File: src/rtl/fifo_pkg.sv
// ============================================================================
// Module   : fifo_pkg
// Brief    : Shared defaults and elaboration helpers for sync_fifo_param.
// Revision : 1.0
// ============================================================================
`default_nettype none

package fifo_pkg;

    localparam int DEF_WIDTH = 8;
    localparam int DEF_DEPTH = 8;

    // One extra bit over the index width serves as the wrap bit.
    function automatic int ptr_width(input int depth);
        return $clog2(depth) + 1;
    endfunction

    function automatic bit params_ok(input int depth, input int af_level, input int ae_level);
        return (depth >= 2) && ((depth & (depth - 1)) == 0) &&
               (ae_level >= 0) && (ae_level < af_level) && (af_level <= depth);
    endfunction

endpackage

`default_nettype wire

File: src/rtl/fifo_ram.sv
// ============================================================================
// Module   : fifo_ram
// Brief    : Simple dual-port storage, synchronous write and registered read.
// Revision : 1.0
// ============================================================================
`default_nettype none

module fifo_ram #(
    parameter int WIDTH = 8,
    parameter int DEPTH = 8
) (
    input  logic                     clock,
    input  logic                     reset_n,
    input  logic                     we,
    input  logic [$clog2(DEPTH)-1:0] waddr,
    input  logic [WIDTH-1:0]         wdata,
    input  logic                     re,
    input  logic [$clog2(DEPTH)-1:0] raddr,
    output logic [WIDTH-1:0]         rdata
);

    logic [WIDTH-1:0] r_mem [DEPTH];

    // The array itself is never reset; only the output register is.
    always_ff @(posedge clock) begin
        if (we) begin
            r_mem[waddr] <= wdata;
        end
    end

    always_ff @(posedge clock or negedge reset_n) begin
        if (!reset_n) begin
            rdata <= '0;
        end else if (re) begin
            rdata <= r_mem[raddr];
        end
    end

endmodule

`default_nettype wire

File: src/rtl/sync_fifo_param.sv
// ============================================================================
// Module   : sync_fifo_param
// Brief    : Parametrised single-clock FIFO with occupancy count, almost
//            flags and optional sticky overflow/underflow (SYNC_FIFO_ERR_EN).
// Revision : 1.0
// ============================================================================
`default_nettype none

module sync_fifo_param
    import fifo_pkg::*;
#(
    parameter int WIDTH    = DEF_WIDTH,
    parameter int DEPTH    = DEF_DEPTH,
    parameter int AF_LEVEL = DEPTH - 1,
    parameter int AE_LEVEL = 1
) (
    input  logic                        clock,
    input  logic                        reset_n,
    input  logic [WIDTH-1:0]            DATAIN,
    input  logic                        wn,
    input  logic                        rn,
    output logic [WIDTH-1:0]            DATAOUT,
    output logic                        full,
    output logic                        empty,
    output logic                        almost_full,
    output logic                        almost_empty,
    output logic [ptr_width(DEPTH)-1:0] count
`ifdef SYNC_FIFO_ERR_EN
    ,
    output logic                        overflow,
    output logic                        underflow
`endif
);

    localparam int PW = ptr_width(DEPTH);
    localparam int AW = PW - 1;
    localparam logic [PW-1:0] c_AF_LEVEL = PW'(AF_LEVEL);
    localparam logic [PW-1:0] c_AE_LEVEL = PW'(AE_LEVEL);

    generate
        if (!params_ok(DEPTH, AF_LEVEL, AE_LEVEL)) begin : g_bad_params
            $error("sync_fifo_param: illegal DEPTH/AF_LEVEL/AE_LEVEL combination");
        end
    endgenerate

    logic [PW-1:0] r_wptr;
    logic [PW-1:0] r_rptr;
    logic [PW-1:0] r_count;
    logic          w_full;
    logic          w_empty;
    logic          w_wr_ok;
    logic          w_rd_ok;

    assign w_empty = (r_wptr == r_rptr);
    assign w_full  = (r_wptr[AW-1:0] == r_rptr[AW-1:0]) && (r_wptr[AW] != r_rptr[AW]);
    // Acceptance uses pre-edge flags, so full+wn+rn reads and empty+wn+rn writes.
    assign w_wr_ok = wn & ~w_full;
    assign w_rd_ok = rn & ~w_empty;

    always_ff @(posedge clock or negedge reset_n) begin
        if (!reset_n) begin
            r_wptr  <= '0;
            r_rptr  <= '0;
            r_count <= '0;
        end else begin
            if (w_wr_ok) begin
                r_wptr <= r_wptr + PW'(1);
            end
            if (w_rd_ok) begin
                r_rptr <= r_rptr + PW'(1);
            end
            if (w_wr_ok && !w_rd_ok) begin
                r_count <= r_count + PW'(1);
            end else if (w_rd_ok && !w_wr_ok) begin
                r_count <= r_count - PW'(1);
            end
        end
    end

    fifo_ram #(
        .WIDTH (WIDTH),
        .DEPTH (DEPTH)
    ) u_ram (
        .clock   (clock),
        .reset_n (reset_n),
        .we      (w_wr_ok),
        .waddr   (r_wptr[AW-1:0]),
        .wdata   (DATAIN),
        .re      (w_rd_ok),
        .raddr   (r_rptr[AW-1:0]),
        .rdata   (DATAOUT)
    );

    assign full         = w_full;
    assign empty        = w_empty;
    assign count        = r_count;
    assign almost_full  = (r_count >= c_AF_LEVEL);
    assign almost_empty = (r_count <= c_AE_LEVEL);

`ifdef SYNC_FIFO_ERR_EN
    logic r_overflow;
    logic r_underflow;

    always_ff @(posedge clock or negedge reset_n) begin
        if (!reset_n) begin
            r_overflow  <= 1'b0;
            r_underflow <= 1'b0;
        end else begin
            if (wn && w_full) begin
                r_overflow <= 1'b1;
            end
            if (rn && w_empty) begin
                r_underflow <= 1'b1;
            end
        end
    end

    assign overflow  = r_overflow;
    assign underflow = r_underflow;
`endif

endmodule

`default_nettype wire

File: config.mk
export PLATFORM = sky130hd
export DESIGN_NAME = sync_fifo_param
export DESIGN_NICKNAME = d
export VERILOG_FILES = /design/src/rtl/fifo_pkg.sv /design/src/rtl/fifo_ram.sv /design/src/rtl/sync_fifo_param.sv
export SDC_FILE = /design/constraint.sdc
export NUM_CORES = 1
export LEC_CHECK = 0
export BUFFER_PORTS_ARGS = -buffer_cell sky130_fd_sc_hd__buf_2
export CAP_MARGIN = 30
export CORE_MARGIN = 2
export CORE_UTILIZATION = 45
export DETAILED_ROUTE_END_ITERATION = 7
export GPL_ROUTABILITY_DRIVEN = 0
export SYNTH_ARGS = -nofsm -noshare
export SYNTH_HDL_FRONTEND = slang
export SYNTH_HIERARCHICAL = 1
export SYNTH_SLANG_ARGS = --single-unit
File: constraint.sdc
create_clock -name clock -period 4.9 [get_ports clock]
set_input_delay 0.735 -clock clock [delete_from_list [all_inputs] [get_ports clock]]
set_output_delay 0.735 -clock clock [all_outputs]
set_load 0.01 [all_outputs]
==> results.cfg <==
[setup_path]
worstPathRequired_ns = 5.20
path_class = reg -> reg
r2r_start = r_rptr[0]
cp.arrival_ns = 3.17
end_kind = flop
reg2reg_depth = 8
reg2reg_slack_ns = 2.03
worstPathMaxFanout = 33
startpoint_type = flop
timing.rr.end = count[3]

[synth]
synth_xor_area_share_pct = 3.86
yosys_warnings = 6
ys.flop_type = edfxtp_1
yosysSeqAreaShare_pct = 66.7
synth_cell_type_count = 35
synth-edff-count = 64
synth_top_family_by_area = compound AO/OA/AOI/OAI gates
syn_nets = 255
async_flop_share_pct = 23.8
synthCells = 237
synth_compound_area_share_pct = 9.31
synthSimpleGateAreaFrac_pct = 7.96
syn_area_um2 = 3630
ys_seq_elements = 84
synthAdderAreaFrac_pct = 2.07
synth_mux_area_share_pct = 7.62
syn-mean-instance-area_um2 = 15.3

[place]
numPortBuffers = 27
dp.cells = 360
hpwl_mm = 4.85

[global_route]
track_usage_pct = 18.3
grt_overflow_total = 0
met3_usage_pct = 5.06
grt_first_pass_wirelength_mm = 11.4
top_usage_layer = met1
grtUsageMet2_pct = 25.2
grt_max_degree = 34
antenna_found_initial = 0
grt_use_met1_pct = 27.7
grt_pass1_vias = 2005

[timing]
skew_ns = 0.0143
fin_setup_tns_ns = 0
relSlewSlack_pct = 46.2
timing_hold_violations_final = 0
finalSetupViolCount = 0
tightest_slew_ns = 0.804
max_freq_ghz = 0.348
rsz0062_at_grt = false
period_minus_slack_ns = 2.87
final_max_slew_viol_count = 0
final.period_utilization_pct = 58.6

[routing]
drt_pass1_iterations = 4
viasPerCell = 5.51
drt_iter0_drc = 119
post_drt_wl_per_cell_um = 19.4
drt_drc_violations_left = 0
drt-total-wl_mm = 7.31
final_antenna_net_count = 0
vias = 2073

[die]
die_height_um = 93.8
coreArea_um2 = 7770
die_w_um = 93.8
rows = 32
dieArea_um2 = 8800
ios = 28
start_util_pct = 46.7

[final_layout]
stdcell_count = 376
final_nets = 287
nFillCells = 678
final_common_cell = edfxtp_1
mostFrequentLayoutCells = edfxtp_1, buf_2, mux2i_1, dfrtp_1, nor2b_1
drive_gt1_share_pct = 18.6
area_growth_pct = 11.2
diodes = 0

[clock_network]
cts_buffers = 9
insertion_delay_ns = 0.37
cts_tree = done
cts_max_level = 3
cts_hold_buf = 0
cts.sinks = 84
clock_path_buffers = 2
cts_setup_buffers = 0
cts_root_buf = clkbuf_8
cts_resized = 0
clk_transition_reported_paths_ns = 0.10

[power]
vdd_drop_max_uv = 256
power_density_nw_per_um2 = 616
p_leak_nw = 1.55

[min_path]
hold_path_class = in -> async

[flow_run]
maxCapViolCount = 0

[status]
status = finished, final reports clean
routing by layer:
metal / vias to the layer above / part of all wire [%]
met1: 1020 / 49
met5: - / 0
met2: 63 / 45
met3: 9 / 4.2
met4: 0 / 1.4
li1: 981 / -
registers in the layout, indices dropped and copies added, names as in the netlist:
name / flops
r_wptr: 4
u_ram/r_mem: 64
count: 4
r_rptr: 4
u_ram/rdata: 8
worst max-delay path, cell delays in order (launching register included):
cell and delay (ns):
dfrtp_2 0.64, buf_12 0.27, xor2_1 0.17, o41ai_4 0.44
inv_1 0.15, ha_1 0.28, or4_1 0.51, a21oi_1 0.19
xor2_1 0.15
worst max path at each step:
stage | start | to | slack, ns | depth (start not counted)
CTS | r_rptr[0] | count[3] | 2.01 | 8
finish | r_rptr[0] | count[3] | 2.03 | 8
global placement | r_rptr[0] | count[3] | 1.70 | 7
floorplan | r_rptr[0] | count[3] | 2.53 | 7
detailed placement | r_rptr[0] | count[3] | 2.03 | 8
global route | r_rptr[0] | count[3] | 1.84 | 8
logic make-up after synthesis:
logic type,after synthesis
XOR/XNOR,16
AND/OR/NAND/NOR,55
adder cells (fa/ha/maj),6
buffers and inverters,14
AO/OA/AOI/OAI,35
multiplexers,27
flip-flops,84
cell type report:
| class | instances | area, um^2 | share of cell area (%) |
|---|---|---|---|
| multi-input combinational | 139 | 1120 | 27.7 |
| sequential | 84 | 2420 | 60.0 |
| clock inverter | 7 | 58.8 | 1.46 |
| inverter | 5 | 18.8 | 0.465 |
| tap | 102 | 128 | 3.16 |
| timing repair buffer | 30 | 165 | 4.09 |
| clock buffer | 9 | 124 | 3.07 |
power by group:
part           total [mW]  internal (mW)  switching (mW)
Sequential           1.13          0.944           0.185
Combinational       0.902          0.384           0.517
Clock               0.456          0.191           0.265
Total                2.49           1.52           0.968
Yosys cell counts (2+ instances only):
library cell,instances,area share [%]
a211o_1,8,1.9
a22oi_1,8,1.7
a311o_1,2,0.55
a41o_1,8,2.2
a41oi_1,2,0.48
buf_2,2,0.28
buf_4,2,0.41
buf_6,2,0.62
dfrtp_1,20,14
edfxtp_1,64,53
ha_1,6,2.1
inv_1,5,0.52
mux2i_1,25,6.9
nand2_1,7,0.72
nand2b_1,4,0.69
nand3_1,9,1.2
nand4_1,3,0.52
nor2_1,10,1.0
nor2b_1,16,2.8
nor3_1,3,0.41
o311ai_0,2,0.48
o41ai_4,2,1.5
xnor2_1,7,1.7
xor2_1,9,2.2
stage by stage:
step                      cell area (um^2)  util (%)  worst slack, ns  total power, mW  hold WS, ns
after floorplan                       3630         -             2.53             1.79        0.439
after global placement                3820      49.2             1.70             2.03        0.513
after detailed placement              3850      49.6             2.03             2.05        0.512
after CTS                             4040      52.0             2.01             2.51        0.364
after global routing                  4040      52.0             1.84             2.65        0.374
final                                 4040      52.0             2.03             2.49        0.349
(Power assumes the default switching activity.)
